File: config.mk
export PLATFORM = sky130hd
export DESIGN_NAME = csr_access_arbiter
export DESIGN_NICKNAME = d
export VERILOG_FILES = /design/src/rtl/csr_access_arbiter.sv
export SDC_FILE = /design/constraint.sdc
export NUM_CORES = 1
export LEC_CHECK = 0
export CORE_MARGIN = 1.5
export CORE_UTILIZATION = 34
export CTS_BUF_LIST = sky130_fd_sc_hd__clkbuf_16
export CTS_CLUSTER_SIZE = 30
export DETAILED_ROUTE_END_ITERATION = 6
export PLACE_DENSITY = 0.71
export SETUP_SLACK_MARGIN = 0.4
export SLEW_MARGIN = 20
export SYNTH_ARGS = -nofsm -noshare
export SYNTH_HDL_FRONTEND = slang
export SYNTH_SLANG_ARGS = --single-unit
File: constraint.sdc
create_clock -name clk_i -period 4.2 [get_ports clk_i]
set_input_delay 0.84 -clock clk_i [delete_from_list [all_inputs] [get_ports clk_i]]
set_output_delay 0.84 -clock clk_i [all_outputs]
set_load 0.02 [all_outputs]
File: src/rtl/csr_access_arbiter.sv
// Round-robin arbiter sharing one CSR unit port between the core pipeline and the
// debug module; each granted access runs as a one-cycle read followed by a one-cycle commit.
module csr_access_arbiter #(
  parameter bit RO_CHECK = 1'b1
) (
  input  logic        clk_i,
  input  logic        rst_i,
  input  logic        core_req_i,
  input  logic [11:0] core_addr_i,
  input  logic [31:0] core_data_i,
  input  logic [1:0]  core_op_i,
  output logic        core_ack_o,
  output logic [31:0] core_rdata_o,
  output logic        core_err_o,
  input  logic        dbg_req_i,
  input  logic [11:0] dbg_addr_i,
  input  logic [31:0] dbg_data_i,
  input  logic [1:0]  dbg_op_i,
  output logic        dbg_ack_o,
  output logic [31:0] dbg_rdata_o,
  output logic        dbg_err_o,
  output logic [11:0] csr_addr_o,
  output logic [31:0] csr_data_o,
  output logic [1:0]  csr_op_o,
  output logic        csr_we_o,
  input  logic [31:0] csr_rdata_i
);

  typedef enum logic [1:0] {IDLE, READ, COMMIT} state_t;

  state_t      state_q;
  logic        gnt_dbg_q;
  logic        last_dbg_q;
  logic [11:0] csr_addr_q;
  logic [31:0] csr_data_q;
  logic [1:0]  csr_op_q;
  logic        csr_we_q;
  logic        core_ack_q, dbg_ack_q;
  logic        core_err_q, dbg_err_q;
  logic [31:0] core_rdata_q, dbg_rdata_q;

  logic pick_dbg;
  logic do_write;
  logic illegal;

  // Under contention the side that did not win last time gets the port.
  assign pick_dbg = dbg_req_i & (~core_req_i | ~last_dbg_q);

  assign do_write = (csr_op_q == 2'b00) |
                    (((csr_op_q == 2'b01) | (csr_op_q == 2'b10)) & (csr_data_q != 32'd0));
  assign illegal  = do_write & RO_CHECK & (csr_addr_q[11:10] == 2'b11);

  always_ff @(posedge clk_i or posedge rst_i) begin
    if (rst_i) begin
      state_q      <= IDLE;
      gnt_dbg_q    <= 1'b0;
      last_dbg_q   <= 1'b1;
      csr_addr_q   <= '0;
      csr_data_q   <= '0;
      csr_op_q     <= '0;
      csr_we_q     <= 1'b0;
      core_ack_q   <= 1'b0;
      dbg_ack_q    <= 1'b0;
      core_err_q   <= 1'b0;
      dbg_err_q    <= 1'b0;
      core_rdata_q <= '0;
      dbg_rdata_q  <= '0;
    end else begin
      case (state_q)
        IDLE: begin
          if (core_req_i | dbg_req_i) begin
            gnt_dbg_q  <= pick_dbg;
            last_dbg_q <= pick_dbg;
            csr_addr_q <= pick_dbg ? dbg_addr_i : core_addr_i;
            csr_data_q <= pick_dbg ? dbg_data_i : core_data_i;
            csr_op_q   <= pick_dbg ? dbg_op_i   : core_op_i;
            state_q    <= READ;
          end
        end
        READ: begin
          // The old value is sampled here; the commit-cycle outputs are set up one edge early.
          csr_we_q <= do_write & ~illegal;
          if (gnt_dbg_q) begin
            dbg_ack_q   <= 1'b1;
            dbg_rdata_q <= csr_rdata_i;
            dbg_err_q   <= illegal;
          end else begin
            core_ack_q   <= 1'b1;
            core_rdata_q <= csr_rdata_i;
            core_err_q   <= illegal;
          end
          state_q <= COMMIT;
        end
        COMMIT: begin
          csr_addr_q   <= '0;
          csr_data_q   <= '0;
          csr_op_q     <= '0;
          csr_we_q     <= 1'b0;
          core_ack_q   <= 1'b0;
          dbg_ack_q    <= 1'b0;
          core_err_q   <= 1'b0;
          dbg_err_q    <= 1'b0;
          core_rdata_q <= '0;
          dbg_rdata_q  <= '0;
          state_q      <= IDLE;
        end
        default: state_q <= IDLE;
      endcase
    end
  end

  assign csr_addr_o   = csr_addr_q;
  assign csr_data_o   = csr_data_q;
  assign csr_op_o     = csr_op_q;
  assign csr_we_o     = csr_we_q;
  assign core_ack_o   = core_ack_q;
  assign core_rdata_o = core_rdata_q;
  assign core_err_o   = core_err_q;
  assign dbg_ack_o    = dbg_ack_q;
  assign dbg_rdata_o  = dbg_rdata_q;
  assign dbg_err_o    = dbg_err_q;

endmodule

After elaboration in Yosys (flattened, before gate mapping)
Cells that the tools add are included.
{"block": "word_totals", "regBits": 119, "input_bits": 128, "out_inout_bits": 115, "word_cells": 65}
{"block": "op_classes", "eq_ne": 8, "muxes": 24, "bitwise": 11, "n_reduce_logical": 9}
{"cell": "$pmux 32 s2", "n": 3}
{"cell": "$mux 32", "n": 4}
{"cell": "$reduce_bool 32->1", "n": 1}
{"cell": "$mux 12", "n": 2}
{"cell": "$pmux 12 s2", "n": 1}
{"cell": "$pmux 1 s2", "n": 5}
{"cell": "$pmux 2 s2", "n": 2}
{"cell": "$reduce_and 2->1", "n": 4}
{"cell": "$eq 2x2->1 const B", "n": 3}
{"cell": "$mux 2", "n": 3}
{"cell": "$ne 2x2->1 const B", "n": 3}
{"cell": "$and 1x1->1", "n": 4}
{"cell": "$eq 2x1->1 const B", "n": 2}
{"cell": "$logic_not 2->1", "n": 2}
{"cell": "$mux 1", "n": 4}
{"cell": "$or 1x1->1", "n": 4}
{"cell": "$reduce_bool 2->1", "n": 2}
{"cell": "$not 1->1", "n": 3}

Logic depth before layout (Yosys ltp)
Gate-level depths: netlist (run 1).
{"block": "depth", "ltp_word": 8, "depth_mapped": 8, "mapped_depth_nobuf": 6}

Least setup slack after synthesis (run 1)
Ideal clock, no wire load.
{"block": "synth_timing", "kind": "input to register", "start": "in dbg_req_i", "end": "reg csr_addr_q[10], in the netlist csr_addr_o[10]", "setup_time_ns": 0.132, "t_arrival_ns": 1.551, "t_required_ns": 4.068, "slack_ns": 2.518, "cell_stages": 5, "path_buffers": 2, "cell_sequence": "a21boi_2 > buf_12 > buf_12 > mux2i_1 > o2bb2ai_1"}
{"block": "synth_between", "elab_chain_cells": 4, "elab_cells_between_ends": 7, "classes_between": "eq/ne (1); mux (3); bitwise (2); reduce/logical (1)"}
{"element": "start, declared", "line": "15", "rtl": "input logic dbg_req_i,"}
{"element": "$and 1x1->1", "line": "47", "rtl": "assign pick_dbg = dbg_req_i & (~core_req_i | ~last_dbg_q);"}
{"element": "$mux 12", "line": "74", "rtl": "csr_addr_q <= pick_dbg ? dbg_addr_i : core_addr_i;"}
{"element": "$mux 12", "line": "71", "rtl": "if (core_req_i | dbg_req_i) begin"}
{"element": "$pmux 12 s2", "line": "69", "rtl": "case (state_q)"}
{"element": "end signal, assigned", "line": "74"}
{"element": "end, declared", "line": "34", "rtl": "logic [11:0] csr_addr_q;"}
Several ways; a longest one is shown, not always the timed one. The select of a mux whose other input is x is not followed.
A chain may end at the register's enable or synchronous reset.

Final worst setup path (run 1)
{"block": "layout_timing", "start": "reg state_q[0]", "end": "reg csr_data_q[22], in the netlist csr_data_o[22]"}
{"block": "layout_between", "elab_chain_cells": 3, "elab_cells_between_ends": 6, "classes_between": "eq/ne (2); mux (1); reduce/logical (3)"}
{"element": "start, declared", "line": "31", "rtl": "state_t state_q;"}
{"element": "start signal, assigned", "line": "55", "rtl": "state_q <= IDLE;"}
{"element": "start signal, assigned", "line": "77", "rtl": "state_q <= READ;"}
{"element": "start signal, assigned", "line": "92", "rtl": "state_q <= COMMIT;"}
{"element": "$eq 2x2->1 / $logic_not 2->1 (equally long branches)", "line": "69"}
{"element": "$reduce_bool 2->1 (no line) / $ne 2x2->1 (equally long branches)"}
{"element": "$reduce_and 2->1 (no line)"}
{"element": "end signal, assigned", "line": "75", "rtl": "csr_data_q <= pick_dbg ? dbg_data_i : core_data_i;"}
{"element": "end, declared", "line": "35", "rtl": "logic [31:0] csr_data_q;"}
Several ways; a longest one is shown, not always the timed one.

==> results of run 1 <==
-- final timing paths --
path / startpoint / to / slack [ps] / cells after the start
worst max-delay path: state_q[0]$_DFFE_PP0P_ / csr_data_o[22]$_DFFE_PP0P_ / 1550 / 6
worst min-delay path: csr_addr_o[6]$_DFFE_PP0P_ / csr_addr_o[6]$_DFFE_PP0P_ / 480 / 1
worst max register to register: state_q[0]$_DFFE_PP0P_ / csr_data_o[22]$_DFFE_PP0P_ / 1550 / 6
worst min register to register: csr_addr_o[6]$_DFFE_PP0P_ / csr_addr_o[6]$_DFFE_PP0P_ / 480 / 1
max in group asynchronous: rst_i / csr_we_o$_DFFE_PP0P_ / 2700 / 3
min in group asynchronous: rst_i / csr_addr_o[7]$_DFFE_PP0P_ / 950 / 3
-- power by group through the flow --
| stage | Sequential, mW | Clock [mW] | Combinational [mW] |
|---|---|---|---|
| CTS | 1.85 | 1.44 | 2.89 |
| floorplan | 2.26 | 0 | 1.19 |
| global placement | 1.85 | 0 | 2.75 |
| detailed placement | 1.86 | 0 | 2.89 |
| finish | 1.85 | 1.42 | 2.88 |
| global route | 1.91 | 1.50 | 3.08 |
-- per-stage QoR --
step | instance area (um^2) | hold slack (ps) | setup WS [ps] | std cells | util
3_3_place_gp | 7679 | 472.0 | 1302 | 792 | 0.5224
5_1_grt | 8319 | 497.2 | 1284 | 826 | 0.5660
6_report | 8319 | 484.7 | 1553 | 826 | 0.5660
4_1_cts | 8312 | 490.2 | 1557 | 826 | 0.5655
3_5_place_dp | 7734 | 477.6 | 1221 | 794 | 0.5261
2_1_floorplan | 5175 | 515.3 | 1905 | 397 | -
-- state kept, by name (all words and copies together), names as in the netlist --
name          cells
csr_data_o       32
last_dbg_q        1
csr_addr_o       12
core_err_o        1
gnt_dbg_q         1
core_ack_o        1
dbg_ack_o         1
dbg_rdata_o      32
csr_we_o          1
dbg_err_o         1
csr_op_o          2
core_rdata_o     32
state_q           2
-- final cells by class --
class	instances	area (um^2)
timing repair buffer	249	2540
sequential	119	2979
tap	184	230.2
multi-input combinational	234	1958
clock buffer	17	425.4
inverter	8	33.78
clock inverter	15	152.6
fill	1192	6380
-- cell families after synthesis --
| group | Yosys count | synth area share |
|---|---|---|
| fa+ha+maj | 4 | 0.009679 |
| flops | 119 | 0.5761 |
| buf+inv | 44 | 0.05323 |
| mux | 46 | 0.08904 |
| compound gates | 140 | 0.2311 |
| simple gates | 44 | 0.04089 |
-- placed cells by master, fill, tap and decap left out, types with 2 or more instances in the layout --
cell | Yosys | routed
sky130_fd_sc_hd__buf_12 | 5 | 2
sky130_fd_sc_hd__buf_4 | 1 | 3
sky130_fd_sc_hd__a22oi_1 | 8 | 8
sky130_fd_sc_hd__clkinv_2 | 0 | 2
sky130_fd_sc_hd__nor2_1 | 4 | 4
sky130_fd_sc_hd__a22o_1 | 7 | 7
sky130_fd_sc_hd__clkinv_4 | 0 | 2
sky130_fd_sc_hd__clkinv_1 | 0 | 2
sky130_fd_sc_hd__a32o_1 | 48 | 48
sky130_fd_sc_hd__o2bb2ai_1 | 46 | 46
sky130_fd_sc_hd__a21oi_1 | 5 | 5
sky130_fd_sc_hd__inv_1 | 7 | 6
sky130_fd_sc_hd__ha_1 | 4 | 4
sky130_fd_sc_hd__a31oi_1 | 2 | 2
sky130_fd_sc_hd__clkbuf_16 | 0 | 17
sky130_fd_sc_hd__clkinvlp_4 | 0 | 4
sky130_fd_sc_hd__nand2_1 | 20 | 20
sky130_fd_sc_hd__bufinv_16 | 0 | 2
sky130_fd_sc_hd__nor4_1 | 8 | 8
sky130_fd_sc_hd__buf_16 | 0 | 2
sky130_fd_sc_hd__nand3_1 | 4 | 4
sky130_fd_sc_hd__mux2i_1 | 46 | 46
sky130_fd_sc_hd__and3_1 | 2 | 2
sky130_fd_sc_hd__dfrtp_1 | 118 | 118
sky130_fd_sc_hd__o21ai_4 | 0 | 2
sky130_fd_sc_hd__o21ai_0 | 14 | 14
sky130_fd_sc_hd__inv_6 | 0 | 4
sky130_fd_sc_hd__clkdlybuf4s50_1 | 0 | 242
sky130_fd_sc_hd__nand4_1 | 2 | 2
-- layer usage --
| layer | share of wire | wire (um) |
|---|---|---|
| met1 | 0.42 | 6893 |
| met2 | 0.50 | 8157 |
| met3 | 0.038 | 610 |
| met4 | 0.037 | 605 |
| met5 | 0 | 0 |
==> impl_metrics.json, run 1 <==
{
  "final_period_minus_worst_setup_slack_ps": 2647,
  "routed_len_inst_um": 19.69,
  "num_vias": 4439,
  "grt_pass1_vias": 4669,
  "worstPathCellList": "inv_1 -> ha_1 -> inv_2 -> o211ai_4 -> buf_16 -> o2bb2ai_1",
  "syn_inst": 397,
  "min_path_type": "flip-flop to flip-flop",
  "clockRootBuffer": "sky130_fd_sc_hd__clkbuf_16",
  "gp_congestion": 0.7737,
  "cellLeakagePower_nw": 3.415,
  "route.final.wire_length_um": 16270,
  "synth-seq-cells": 119,
  "synth-edff-count": 0,
  "share_of_layout_cells_above_drive_strength_1": 0.07165,
  "crit_fanout": 53,
  "port-buffer-count": 242,
  "critPathKind": "flip-flop to flip-flop",
  "post-cts-setup-buffer-count": 0,
  "top_usage_layer_grt": "met2",
  "startpoint_type": "flip-flop",
  "finClkSkew_ps": 11.92,
  "gr-usage-met2": 0.3436,
  "design.core.area_um2": 14700,
  "clkSlewWorstSetupHoldPaths_ps": 60,
  "dr.pass1.iters": 7,
  "fin_nets": 761,
  "synth_area_leader_cell": "sky130_fd_sc_hd__dfrtp_1",
  "final_hold_violating_endpoints": 0,
  "max_clock_freq_ghz": 0.3777,
  "critPathBufInv": 3,
  "die_w_um": 126.3,
  "status": "complete, no violations",
  "tritoncts.num_buffers": 17,
  "ys_dominant_reg_cell": "sky130_fd_sc_hd__dfrtp_1",
  "drt_iter0_drcs": 230,
  "ctsLongestPathBuffers": 2,
  "grt_setup_unrepaired": "false",
  "total_power_mw": 6.151,
  "insertion_delay_ps": 420,
  "overflow": 0,
  "final.setup.tns_ps": 0,
  "switching_share": 0.3904,
  "grt_pass1_wl_um": 25840,
  "dp.final_hpwl_um": 11460,
  "detail_route.drc_violations": 0,
  "routed_via_density": 5.374,
  "postCtsHoldBufs": 0,
  "die_y_um": 126.3,
  "synth_commonest_cells": "118 x sky130_fd_sc_hd__dfrtp_1, 48 x sky130_fd_sc_hd__a32o_1, 46 x sky130_fd_sc_hd__mux2i_1, 46 x sky130_fd_sc_hd__o2bb2ai_1",
  "final-setup-viol-count": 0,
  "synthesis.yosys.warnings": 0,
  "synth_cell_type_count": 36,
  "finalMaxSlewViolations": 0,
  "grt_max_degree": 120,
  "pwr-share-comb": 0.469,
  "ys_top_cells_by_area": "sky130_fd_sc_hd__dfrtp_1 57%, sky130_fd_sc_hd__a32o_1 9.3%, sky130_fd_sc_hd__mux2i_1 8.9%",
  "globalRouteTotalUtil": 0.2094,
  "cap_violations": 0,
  "internal_power_mw": 3.749,
  "tightest_slew_ps": 962.3,
  "cts_resized": 0,
  "master_of_the_slowest_instance_on_the_critical_path": "sky130_fd_sc_hd__inv_2",
  "crit_arrival_ps": 2980,
  "vdd.ir_drop.worst_mv": 0.2953,
  "met3_usage": 0.04724,
  "critPathCaptureType": "flip-flop",
  "slew_headroom": 0.3585,
  "cpLargestDelayFamily": "buffers and inverters",
  "antenna_violations_before_repair": 0,
  "post-synth-top-area-fraction": 0.5710,
  "sequential_element_share_of_the_synthesized_area": 0.5761,
  "io-pin-count": 243,
  "power.density_nw_per_um2": 739.3,
  "cts_tree": "done",
  "htreeDepth": 4,
  "floorplan.initialDensity": 0.3518,
  "clock_power_share": 0.230,
  "final_cycle_utilization_of_the_critical_path": 0.6303,
  "worst_path_largest_cell_delay_ps": 780,
  "cts.sinks": 119,
  "grt.met1_usage": 0.2598,
  "mean_instance_size_in_the_synthesized_netlist_um2": 13.03,
  "yosys.cell_count.top_type": "sky130_fd_sc_hd__dfrtp_1",
  "required_ps": 4530,
  "diodes": 0,
  "synth.net_count": 529,
  "fp.dieArea_um2": 15960,
  "syn_to_layout_area_delta_pct": 60.88,
  "power_switching_mw": 2.401,
  "num_rows": 44,
  "area_of_the_mapped_netlist_um2": 5171,
  "seqPwrFrac": 0.301,
  "routed_antenna_nets": 0,
  "synth_async_sr_flop_share": 1.000
}
Power figures use the tool's default switching activity.
==> inputs of run 2 (changes only) <==
clock period = 2.35 ns   (was 4.2 ns; I/O delays follow)
==> run 2 against run 1 <==
  * Clock-buffer cell count did not move
  * Flip-flop and latch count unchanged
  * Utilization increased by 0.31 points
  * Critical path depth down 5
  * Register-to-register slack got worse by 980 ps
  * Clock skew down 0.86 ps
  * Cell count up 0.48%
  * Global-route usage increased by 0.13 points
  * Worst hold slack better by 4.0 ps
  * Final area is 0.54% higher
==> impl_metrics.json, run 2 (synthesis gave the netlist of run 1 again) <==
{
  "layout.cells.most_common": "sky130_fd_sc_hd__clkdlybuf4s50_1",
  "reg2reg_from": "state_q[0]$_DFFE_PP0P_",
  "num_rows": 44,
  "worstPathCellList": "clkdlybuf4s50_1",
  "r2r_end": "core_err_o$_DFFE_PP0P_",
  "dr.pass1.iters": 5,
  "finalMaxSlewViolations": 0,
  "detail_route.drc_violations": 0,
  "tightest_slew_ps": 765.5,
  "die_y_um": 126.3,
  "setup.worst_path.end": "csr_data_o[13]",
  "num_vias": 4508,
  "design.core.area_um2": 14700,
  "finClkSkew_ps": 11.06,
  "grt_pass1_vias": 4780,
  "master_of_the_slowest_instance_on_the_critical_path": "sky130_fd_sc_hd__clkdlybuf4s50_1",
  "worst_path_largest_cell_delay_ps": 640,
  "layout.cells.most_common_list": "234 x sky130_fd_sc_hd__clkdlybuf4s50_1, 118 x sky130_fd_sc_hd__dfrtp_1, 48 x sky130_fd_sc_hd__a32o_1",
  "routed_antenna_nets": 0,
  "globalRouteTotalUtil": 0.2108,
  "crit_fanout": 3,
  "final_hold_violating_endpoints": 0,
  "startpoint_type": "flip-flop",
  "drt_iter0_drcs": 257,
  "crit_arrival_ps": 1450,
  "clockRootBuffer": "sky130_fd_sc_hd__clkbuf_16",
  "regToRegSetupSlack_ps": 570,
  "power.density_nw_per_um2": 1317,
  "cellLeakagePower_nw": 3.526,
  "post_layout_nonfiller_instances": 830,
  "final.setup.tns_ps": 0,
  "floorplan.initialDensity": 0.3518,
  "status": "complete, no violations",
  "critPathKind": "flip-flop to output pin",
  "cts.sinks": 119,
  "dp_cells": 798,
  "min_path_type": "flip-flop to flip-flop",
  "grt_max_degree": 120,
  "clkSlewWorstSetupHoldPaths_ps": 50,
  "die_w_um": 126.3,
  "share_of_layout_cells_above_drive_strength_1": 0.08050,
  "postCtsHoldBufs": 0,
  "final_period_minus_worst_setup_slack_ps": 1919,
  "required_ps": 1880,
  "htreeDepth": 4,
  "critPathCaptureType": "output pin",
  "post-cts-setup-buffer-count": 0,
  "crit_startpoint": "csr_data_o[13]$_DFFE_PP0P_",
  "critPathBufInv": 1,
  "final_cycle_utilization_of_the_critical_path": 0.8168,
  "tritoncts.num_buffers": 17,
  "port-buffer-count": 242,
  "final-setup-viol-count": 0,
  "cap_violations": 0,
  "vdd.ir_drop.worst_mv": 0.6092,
  "grt_pass1_wl_um": 26100,
  "syn_to_layout_area_delta_pct": 61.75,
  "ctsLongestPathBuffers": 2,
  "route.final.wire_length_um": 16470,
  "io-pin-count": 243,
  "gp_congestion": 0.8083,
  "grt_setup_unrepaired": "false",
  "critical_path_cell_count": 1,
  "overflow": 0,
  "fp.dieArea_um2": 15960,
  "insertion_delay_ps": 420,
  "cts_tree": "done",
  "routed_via_density": 5.431,
  "worst_r2r_path_depth": 7,
  "max_clock_freq_ghz": 0.5210,
  "routed_len_inst_um": 19.84,
  "fin_nets": 765,
  "dp.final_hpwl_um": 11520,
  "cpLargestDelayFamily": "buffers and inverters",
  "diodes": 0,
  "slew_headroom": 0.4877,
  "antenna_violations_before_repair": 0
}
[run 2: cell types whose count changed in the layout (fill, tap and decap cells not counted), sizes merged]
cell           previous run  this run
buf                       7        11
dlymetal6s2s              0         6
clkinv                    6         8
dlygate4sd2               0         2
inv                      11         9
clkdlybuf4s50           242       234
[run 2: stage by stage]
step	total power [mW]	setup slack, ps	area (um^2)	hold WS [ps]	util
after floorplan	6.163	425.5	5175	515.3	-
after global placement	8.374	282.0	7761	471.8	0.5280
after detailed placement	8.545	204.1	7761	479.4	0.5280
after CTS	11.07	351.1	8335	492.5	0.5671
after global routing	11.59	400.4	8364	497.5	0.5690
final	11.02	430.6	8364	488.8	0.5690
[run 2: area by class of cell]
cell class                      instances  area [um^2]
Sequential cell                       119         2979
Clock buffer                           17        425.4
Clock inverter                         15        140.1
Fill cell                            1226         6335
Tap cell                              184        230.2
Timing Repair Buffer                  253         2584
Multi-Input combinational cell        234         1972
Inverter                                8        33.78
[run 2: worst reg2reg max path: stages, from the launching register on]
cell and delay, ps:
sky130_fd_sc_hd__dfrtp_1 350, sky130_fd_sc_hd__inv_1 80, sky130_fd_sc_hd__ha_2 270, sky130_fd_sc_hd__inv_2 160
sky130_fd_sc_hd__buf_6 360, sky130_fd_sc_hd__and3_1 280, sky130_fd_sc_hd__o2111ai_1 130, sky130_fd_sc_hd__nand3_1 100
[run 2: how the worst min path moves through the flow]
stage / start / endpoint / slack, ps / cells past startpoint
6_report: core_rdata_o[15]$_DFFE_PP0P_ / core_rdata_o[15]$_DFFE_PP0P_ / 490 / 1
5_1_grt: core_rdata_o[25]$_DFFE_PP0P_ / core_rdata_o[25]$_DFFE_PP0P_ / 500 / 1
4_1_cts: dbg_rdata_o[17]$_DFFE_PP0P_ / dbg_rdata_o[17]$_DFFE_PP0P_ / 490 / 1
3_5_place_dp: csr_addr_o[0]$_DFFE_PP0P_ / csr_addr_o[0]$_DFFE_PP0P_ / 480 / 1
3_3_place_gp: csr_addr_o[7]$_DFFE_PP0P_ / csr_addr_o[7]$_DFFE_PP0P_ / 470 / 1
2_1_floorplan: last_dbg_q$_DFFE_PP1P_ / last_dbg_q$_DFFE_PP1P_ / 520 / 2
[run 2: what timing repair did]
action / 4_1_cts / 5_1_grt
hold endpoints to repair: 0 / 0
gates resized for setup: 4 / 10
setup endpoints to repair: 43 / 67
[run 2: where the power goes]
part	leakage (nW)	switching, mW	total [mW]	internal, mW
clock network	0.278	0.933	2.47	1.54
registers	1.55	0.523	3.31	2.78
logic	1.69	2.85	5.24	2.38
[run 2: metal layers]
layer	GRT usage	wire length [um]
met3	0.04597	739
met2	0.3549	8524
met1	0.2598	6711
met4	0.09872	495
met5	0	0
==> inputs of run 3 (changes only) <==
clock period = 1.7 ns   (was 2.35 ns; I/O delays follow)
==> run 3 against run 2 <==
  * Worst hold slack worse by 210 ps
  * Sequential power up 47%
  * Cell count up 21%
  * Total power up 99%
  * First-iteration DRC count up 38%
  * Clock skew down 4.7 ps
  * Critical path depth up 6
  * Non-clock buffer count up 169
  * Utilization up 18 points
  * Critical endpoint is now core_rdata_o[15]$_DFFE_PP0P_
  * Highest routed layer unchanged
==> impl_metrics.json, run 3 (synthesis gave the netlist of run 1 again) <==
{
  "globalRouteTotalUtil": 0.2508,
  "tightest_slew_ps": 613.0,
  "dr.pass1.iters": 6,
  "dp_cells": 817,
  "cap_violations": 0,
  "route.final.wire_length_um": 23090,
  "num_rows": 44,
  "routed_len_inst_um": 23.04,
  "antenna_violations_before_repair": 0,
  "final_cycle_utilization_of_the_critical_path": 0.9604,
  "diodes": 0,
  "power.density_nw_per_um2": 1976,
  "share_of_layout_cells_above_drive_strength_1": 0.5122,
  "fin_hold_ws_ps": 281.5,
  "routed_antenna_nets": 0,
  "max_clock_freq_ghz": 0.6125,
  "vdd.ir_drop.worst_mv": 1.194,
  "die_y_um": 126.3,
  "ctsLongestPathBuffers": 2,
  "cts.sinks": 119,
  "final_hold_violating_endpoints": 0,
  "tritoncts.num_buffers": 17,
  "floorplan.initialDensity": 0.3518,
  "gp_congestion": 0.7879,
  "slew_headroom": 0.5894,
  "critPathCaptureType": "flip-flop",
  "regToRegSetupSlack_ps": 70,
  "drt_iter0_drcs": 354,
  "finalMaxSlewViolations": 0,
  "clockRootBuffer": "sky130_fd_sc_hd__clkbuf_16",
  "insertion_delay_ps": 420,
  "layout.cells.most_common": "sky130_fd_sc_hd__buf_6",
  "reg2reg_from": "state_q[1]$_DFFE_PP0P_",
  "num_vias": 5468,
  "cellLeakagePower_nw": 4.980,
  "htreeDepth": 4,
  "post_layout_nonfiller_instances": 1002,
  "final-setup-viol-count": 0,
  "fp.dieArea_um2": 15960,
  "grt_pass1_vias": 5491,
  "status": "complete, no violations",
  "port-buffer-count": 242,
  "routed_via_density": 5.457,
  "critPathKind": "flip-flop to flip-flop",
  "worst_r2r_path_depth": 7,
  "required_ps": 2060,
  "grt_max_degree": 44,
  "dp.final_hpwl_um": 12230,
  "final_period_minus_worst_setup_slack_ps": 1633,
  "final_core_util": 0.7533,
  "grt_setup_unrepaired": "true",
  "io-pin-count": 243,
  "r2r_end": "core_rdata_o[15]$_DFFE_PP0P_",
  "design.core.area_um2": 14700,
  "syn_to_layout_area_delta_pct": 114.1,
  "fillCellCount": 850,
  "overflow": 0,
  "layout.cells.most_common_list": "128 x sky130_fd_sc_hd__buf_6, 126 x sky130_fd_sc_hd__clkdlybuf4s50_1, 124 x sky130_fd_sc_hd__buf_4",
  "clkSlewWorstSetupHoldPaths_ps": 60,
  "crit_fanout": 8,
  "die_w_um": 126.3,
  "grt_pass1_wl_um": 30460,
  "fin_nets": 937,
  "min_path_type": "primary input to asynchronous set/reset pin",
  "finClkSkew_ps": 6.326,
  "cts_tree": "done",
  "total_power_mw": 21.88,
  "startpoint_type": "flip-flop",
  "crit_arrival_ps": 1990,
  "detail_route.drc_violations": 0
}
-- run 3: cell count changes in the layout (fill, tap and decap cells not counted), sizes merged --
cell and change:
o21ai +3, inv -2, clkinv +1, dlymetal6s2s -5, clkdlybuf4s50 -108, buf +275
bufinv +1, clkbuf +9, dlygate4sd2 -2
-- run 3: critical path, cell delays in order (launching register included) --
cell                        delay, ps
sky130_fd_sc_hd__dfrtp_1          380
sky130_fd_sc_hd__inv_2             80
sky130_fd_sc_hd__ha_4             170
sky130_fd_sc_hd__buf_12           130
sky130_fd_sc_hd__nor2b_4          320
sky130_fd_sc_hd__buf_12           160
sky130_fd_sc_hd__clkbuf_16        150
sky130_fd_sc_hd__a32o_1           170
-- run 3: per-stage QoR --
stage | area (um^2) | setup slack [ps] | setup TNS, ps
after global placement | 8318 | -150.6 | -4361
final | 11070 | 67.25 | 0
after global routing | 11070 | -6.900 | -6.900
after floorplan | 5668 | -94.55 | -11160
after CTS | 9832 | 119.5 | 0
after detailed placement | 8318 | -198.3 | -9956
-- run 3: cell type report --
type / count / area [um^2] / share of cell area
inverters: 8 / 50.05 / 0.004520
well taps: 184 / 230.2 / 0.02079
multi-input cells: 237 / 2673 / 0.2414
clock buffers: 17 / 425.4 / 0.03842
clock inverters: 15 / 143.9 / 0.01299
flip-flops and latches: 119 / 2987 / 0.2697
repair buffers: 422 / 4564 / 0.4122
-- run 3: timing repair --
item,4_1_cts,5_1_grt
gates resized for setup,615,177
setup endpoints to repair,231,231
setup buffers,74,60
hold buffers,0,0
pin swaps,11,48
cloned,8,11
-- run 3: worst max path at each step --
| stage | cells after the start | slack (ps) | endpoint | start |
|---|---|---|---|---|
| after global placement | 5 | -150 | csr_data_o[7]$_DFFE_PP0P_ | core_req_i |
| after floorplan | 1 | -90 | core_ack_o$_DFFE_PP0P_ | rst_i |
| after detailed placement | 5 | -200 | csr_data_o[7]$_DFFE_PP0P_ | core_req_i |
| final | 7 | 70 | core_rdata_o[15]$_DFFE_PP0P_ | state_q[1]$_DFFE_PP0P_ |
| after global routing | 9 | -7 | core_err_o$_DFFE_PP0P_ | state_q[1]$_DFFE_PP0P_ |
| after CTS | 8 | 120 | dbg_rdata_o[4]$_DFFE_PP0P_ | state_q[1]$_DFFE_PP0P_ |
-- run 3: report_power, final --
| part | total [mW] | leakage [nW] | internal [mW] | switching (mW) |
|---|---|---|---|---|
| sequential | 4.85 | 1.55 | 3.86 | 0.992 |
| combinational | 13.5 | 3.16 | 7.37 | 6.11 |
| clock | 3.54 | 0.278 | 2.25 | 1.29 |
| total | 21.9 | 4.98 | 13.5 | 8.40 |
-- run 3: layer usage --
metal  vias up  part of all wire  track usage
li1       2392                 -            -
met1      2783              0.39       0.2989
met2       241              0.52       0.4402
met3        52             0.050      0.05272
met4         0             0.035       0.1082
met5         -                 0            0
==> variant 1, RTL diff (flow settings as in run 2) <==
Reset style: synchronous (`rst_i`), changed in one clocked block.
--- a/src/rtl/csr_access_arbiter.sv
+++ b/src/rtl/csr_access_arbiter.sv
@@ -50,7 +50,7 @@
                     (((csr_op_q == 2'b01) | (csr_op_q == 2'b10)) & (csr_data_q != 32'd0));
   assign illegal  = do_write & RO_CHECK & (csr_addr_q[11:10] == 2'b11);
 
-  always_ff @(posedge clk_i or posedge rst_i) begin
+  always_ff @(posedge clk_i) begin
     if (rst_i) begin
       state_q      <= IDLE;
       gnt_dbg_q    <= 1'b0;
Function: differs if rst_i is asserted again (counterexample within 4 cycles, from zero or initial values and one cycle with rst_i high); with rst_i held inactive, the same outputs for 10 cycles.
==> variant 1 against run 2 <==
  * Clock skew fell by 0.0029 ns
  * Area after synthesis rose by 16%
  * Sequential cell count did not move
  * Hold slack got worse by 0.035 ns
  * Utilization fell by 4.1 points
  * Non-clock buffer count rose by 4
  * Worst setup slack improved by 0.0062 ns
  * Routed wire length rose by 8.6%
  * Critical path type unchanged
  * Design area rose by 9.2%
Power is not compared: it rests on default switching activity, and its combinational part moved more than twofold at a synthesized area within 25%.
==> variant 1: results (changes against run 2) <==
INFO  hold_path      min_delay_worst_endpoint=dbg_rdata_o[9]$_SDFFE_PP0P_
INFO  final_layout   fin_nets=1040 [+36%]
INFO  critical_path  r2r_cells=4 [-3]
INFO  hold_path      worst_hold_startpoint=rst_i
INFO  synthesis      synth_cell_type_count=37 [+2.8%]
INFO  grt            grt_pass1_wl=28010um [+7.3%]
INFO  drt            route.detailed.vias_per_inst=5.118 [-5.8%]
INFO  grt            vias_in_the_first_global_route=5566 [+16%]
INFO  drt            detailedRoute.firstPassIterationCount=4 [-1]
INFO  hold_path      hold_depth=2 [+1]
INFO  critical_path  critPathMaxStageDelay=0.63ns
INFO  status         status=finished clean
INFO  grt            grt_max_degree=127 [+5.8%]
INFO  drt            routed_wire_length_per_instance=15.61um [-21%]
INFO  sta            clock_skew=0.008130ns [-0.002932 ns]
INFO  synthesis      post_synth_xor_area_fraction=0% [unchanged]
INFO  synthesis      synth-compound-area-share=21.35% [-1.8 points]
INFO  hold_path      worst_min_path_class=primary input to flop
INFO  critical_path  regToRegStartpoint=csr_data_o[7]$_SDFFE_PP0P_
INFO  sta            final.hold.worst_slack=0.4535ns [-0.03526 ns]
INFO  grt            gr-usage-all-layers=19.23% [-1.8 points]
INFO  place          place_hpwl=11930um [+3.6%]
INFO  synthesis      syn_nets=832 [+57%]
INFO  final_layout   layout-drive-gt1-share=7.709% [-0.34 points]
INFO  cts            ctsRootBufferMaster=sky130_fd_sc_hd__clkbuf_16
INFO  synthesis      post_synthesis_share_of_cell_area_spent_on_full_adders_half_adders_and_majority_gates=0.8325% [-0.14 points]
INFO  synthesis      yosys.cell_count.top_type=sky130_fd_sc_hd__dfxtp_1
INFO  critical_path  worst_reg2reg_endpoint=core_err_o$_SDFFE_PP0P_
INFO  synthesis      yosys-top-cells-count=119 x sky130_fd_sc_hd__dfxtp_1, 105 x sky130_fd_sc_hd__nor2_1, 67 x sky130_fd_sc_hd__a21oi_1
INFO  cts            cts.clk_slew.worst_paths=0.06ns
INFO  sta            tightestPinTransition=0.5650ns [-0.2005 ns]
INFO  synthesis      netlist_top_cells_area=sky130_fd_sc_hd__dfxtp_1 40%, sky130_fd_sc_hd__mux2i_1 7.8%, sky130_fd_sc_hd__nor2_1 6.6%
INFO  synthesis      synth_seq_area_share=39.63% [-18 points]
INFO  drt            dr.first_iter.drc_count=323 [+26%]
INFO  synthesis      synthArstFlopShare=0% [-100 points]
INFO  place          gpl.final_weighted_congestion=0.7654 [-5.3%]
INFO  synthesis      yosys-mux-area-fraction=7.825% [-1.1 points]
==> variant 1: cell families (layout without fill, tap and decap cells) <==
family / after synthesis / count (layout)
flip-flops: 119 / 119
AO/OA/AOI/OAI: 186 / 186
AND/OR/NAND/NOR: 270 / 270
buffers and inverters: 74 / 295
adder cells (fa/ha/maj): 4 / 4
multiplexers: 47 / 47
==> variant 1: worst max path at each step <==
stage	slack [ns]	to	startpoint
3_3_place_gp	0.20	csr_data_o[24]$_SDFFE_PP0P_	dbg_req_i
5_1_grt	0.40	csr_data_o[23]	csr_data_o[23]$_SDFFE_PP0P_
6_report	0.44	csr_data_o[11]	csr_data_o[11]$_SDFFE_PP0P_
4_1_cts	0.41	csr_op_o[0]	csr_op_o[0]$_SDFFE_PP0P_
3_5_place_dp	0.16	csr_data_o[4]$_SDFFE_PP0P_	dbg_req_i
2_1_floorplan	0.77	csr_addr_o[0]$_SDFFE_PP0P_	state_q[0]$_SDFFE_PP0P_
==> variant 1: repair_timing <==
item	CTS	global route
hold buffers	0	0
gates resized for setup	2	10
gates cloned	0	0
setup endpoints to repair	2	10
==> variant 1: layer usage <==
metal	track usage (%)	share of wire (%)	up-vias
met2	31.50	47	205
met5	0	0	-
met3	6.488	7.9	26
met1	22.90	44	2702
li1	-	-	2932
met4	8.392	1.9	0
==> variant 1: stage by stage <==
stage | std cells | cell area, um2 | setup slack (ns)
after global placement | 1114 | 8593 | 0.2003
after global routing | 1146 | 9138 | 0.4041
after floorplan | 700 | 6012 | 0.7682
after CTS | 1146 | 9112 | 0.4104
final | 1146 | 9138 | 0.4368
after detailed placement | 1114 | 8593 | 0.1589
==> variant 1: layout make-up <==
type	count	area, um2
Clock buffer	17	425.4
Clock inverter	15	96.34
Fill cell	1649	8159
Inverter	6	23.77
Multi-Input combinational cell	507	3269
Sequential cell	119	2386
Tap cell	225	281.5
Timing Repair Buffer	257	2655
==> variant 1: power groups by stage <==
| stage | combinational [uW] | clock, uW | sequential [uW] |
|---|---|---|---|
| 2_1_floorplan | 860 | 0 | 2480 |
| 3_3_place_gp | 1690 | 0 | 2350 |
| 3_5_place_dp | 1700 | 0 | 2350 |
| 4_1_cts | 1710 | 2390 | 2310 |
| 5_1_grt | 1820 | 2490 | 2330 |
| 6_report | 1680 | 2330 | 2310 |
==> variant 2, RTL diff (settings of run 2) <==
Made on the original files. The parameter `RO_CHECK` goes from 1'b1 to 1'b0.
--- a/src/rtl/csr_access_arbiter.sv
+++ b/src/rtl/csr_access_arbiter.sv
@@ -1,7 +1,7 @@
 // Round-robin arbiter sharing one CSR unit port between the core pipeline and the
 // debug module; each granted access runs as a one-cycle read followed by a one-cycle commit.
 module csr_access_arbiter #(
-  parameter bit RO_CHECK = 1'b1
+  parameter bit RO_CHECK = 1'b0
 ) (
   input  logic        clk_i,
   input  logic        rst_i,
Check against the original RTL: not equivalent (a bounded check fails within 4 cycles, from zero or initial values and one cycle with rst_i high).
==> variant 2 against run 2 <==
  * Worst setup slack better by 0.018 ns
  * Final cell count is 0.60% lower
  * Design area is 2.2% lower
  * Register-to-register slack worse by 0.02 ns
  * Critical path depth stayed put
  * Highest routed layer unchanged
  * Via count is 2.5% lower
  * Sequential cell count is 2 lower
  * Total power is 1.2% higher
  * Hold slack worse by 0.0018 ns
  * Routed wire length is 7.5% lower
  * Area after synthesis is 1.9% lower
  * Combinational power is 3% higher
  * Clock skew is 0.0038 ns lower
  * Largest power group unchanged
  * Synthesized cell count is 1.0% lower
==> variant 2: results (changes against run 2) <==
INFO  grt            grt_max_degree=66 [-45%]
INFO  hold_path      worst_min_path_class=flop to flop
INFO  sta            max-slew-margin-rel=55.83% [+7.1 points]
INFO  cts            cts_inserted_buffers=17 [unchanged]
INFO  grt            gr-usage-all-layers=19.59% [-1.5 points]
INFO  critical_path  critical-path-slowest-cell=sky130_fd_sc_hd__clkdlybuf4s50_1
INFO  cts            post-cts-setup-buffers=0 [unchanged]
INFO  grt            vias_in_the_first_global_route=4550 [-4.8%]
INFO  critical_path  cp_top_family=buffers and inverters
INFO  drt            route.detailed.vias_per_inst=5.326 [-1.9%]
INFO  final_layout   fin_nets=763 [-0.26%]
INFO  sta            clock_skew=0.007235ns [-0.003827 ns]
INFO  place          placed_area=0.007636mm2 [-1.6%]
INFO  critical_path  critPathMaxStageDelay=0.65ns
INFO  drt            dr.first_iter.drc_count=226 [-12%]
INFO  power          total_leakage_power=0.003482uW [-1.3%]
INFO  final_layout   layout-drive-gt1-share=7.176% [-0.87 points]
INFO  synthesis      synth_cell_type_count=35 [-2.8%]
INFO  drt            detailedRoute.firstPassIterationCount=5 [unchanged]
INFO  place          pre_cts_setup_slack=0.2733ns [+0.06912 ns]
INFO  power          vdd_drop_max=625.2uV [+2.6%]
INFO  critical_path  path_max_fanout=3 [unchanged]
INFO  cts            max-clock-path-buffers=2 [unchanged]
INFO  place          io_buffer_count=240 [-0.83%]
INFO  critical_path  cp.arrival=1.43ns [-0.02 ns]
INFO  synthesis      yosys-top-cells-count=116 x sky130_fd_sc_hd__dfrtp_1, 46 x sky130_fd_sc_hd__mux2i_1, 46 x sky130_fd_sc_hd__o2bb2ai_1
INFO  synthesis      netlist_top_cells_area=sky130_fd_sc_hd__dfrtp_1 57%, sky130_fd_sc_hd__mux2i_1 9.1%, sky130_fd_sc_hd__o2bb2ai_1 7.9%
INFO  synthesis      synthArstFlopShare=100.0% [unchanged]
INFO  cts            cts-htree-levels=4 [unchanged]
INFO  grt            antenna_violations_before_repair=0 [unchanged]
INFO  drt            routed_wirelength=15230um [-7.5%]
INFO  cts            cts.clk_slew.worst_paths=0.05ns [about the same]
INFO  cts            ctsRootBufferMaster=sky130_fd_sc_hd__clkbuf_16
INFO  synthesis      synth_seq_area_share=57.75% [+0.14 points]
INFO  status         status=finished clean
INFO  final_layout   num_antenna_cells=0 [unchanged]
INFO  grt            grt_pass1_wl=23960um [-8.2%]
INFO  cts            worst_skew_pair.late_latency=0.41ns
INFO  place          gpl.final_weighted_congestion=0.7662 [-5.2%]
INFO  synthesis      most_used_dff_post_synth=sky130_fd_sc_hd__dfrtp_1
INFO  synthesis      ys_warn_count=0 [unchanged]
INFO  place          place_hpwl=10930um [-5.1%]
variant 2: cell type report:
class | count | area, um2
fill | 1228 | 6354
timing repair buffer | 254 | 2560
clock buffer | 17 | 425.4
sequential | 117 | 2929
clock inverter | 12 | 101.3
tap | 184 | 230.2
inverter | 7 | 30.03
multi-input combinational | 234 | 1904
variant 2: per-stage QoR:
step / std cells / hold slack (ns)
2_1_floorplan: 394 / 0.5112
3_3_place_gp: 796 / 0.4713
3_5_place_dp: 796 / 0.4732
4_1_cts: 825 / 0.4892
5_1_grt: 825 / 0.4972
6_report: 825 / 0.4870
variant 2: logic make-up after synthesis:
kind of cell	after synthesis	synth area share, %
buffers and inverters	43	4.983
other	1	0.07393
multiplexers	46	9.077
AND/OR/NAND/NOR	44	4.120
flip-flops	117	57.75
adder cells (fa/ha/maj)	4	0.9867
AO/OA/AOI/OAI	138	23.01
variant 2: per-layer routing:
metal  share of wire (%)  up-vias  track usage [%]  routed length [um]
met2                  50      193            33.24                7658
met5                   0        -                0                   0
met1                  41     2179            23.34                6203
met3                 7.3       19            6.590                1114
met4                 1.7        0            6.684                 252
li1                    -     2003                -                   -
variant 2: repair_timing:
| action | CTS | global route |
|---|---|---|
| gates resized for setup | 1 | 6 |
| cloned | 0 | 0 |
| endpoints found under the setup margin | 13 | 6 |
variant 2: final timing paths:
check	from	endpoint	slack (ns)	cells after the start
min	dbg_rdata_o[26]$_DFFE_PP0P_	dbg_rdata_o[26]$_DFFE_PP0P_	0.49	1
max in group asynchronous	rst_i	dbg_rdata_o[9]$_DFFE_PP0P_	1.23	3
max reg2reg	state_q[1]$_DFFE_PP0P_	core_rdata_o[24]$_DFFE_PP0P_	0.55	6
min reg2reg	dbg_rdata_o[26]$_DFFE_PP0P_	dbg_rdata_o[26]$_DFFE_PP0P_	0.49	1
min in group asynchronous	rst_i	csr_addr_o[0]$_DFFE_PP0P_	0.52	3
max	csr_data_o[7]$_DFFE_PP0P_	csr_data_o[7]	0.45	1
variant 2: power breakdown:
group | switching (uW) | internal, uW | total, uW
Sequential | 566 | 2840 | 3410
Combinational | 2880 | 2520 | 5400
Clock | 830 | 1500 | 2330
Total | 4280 | 6870 | 11100
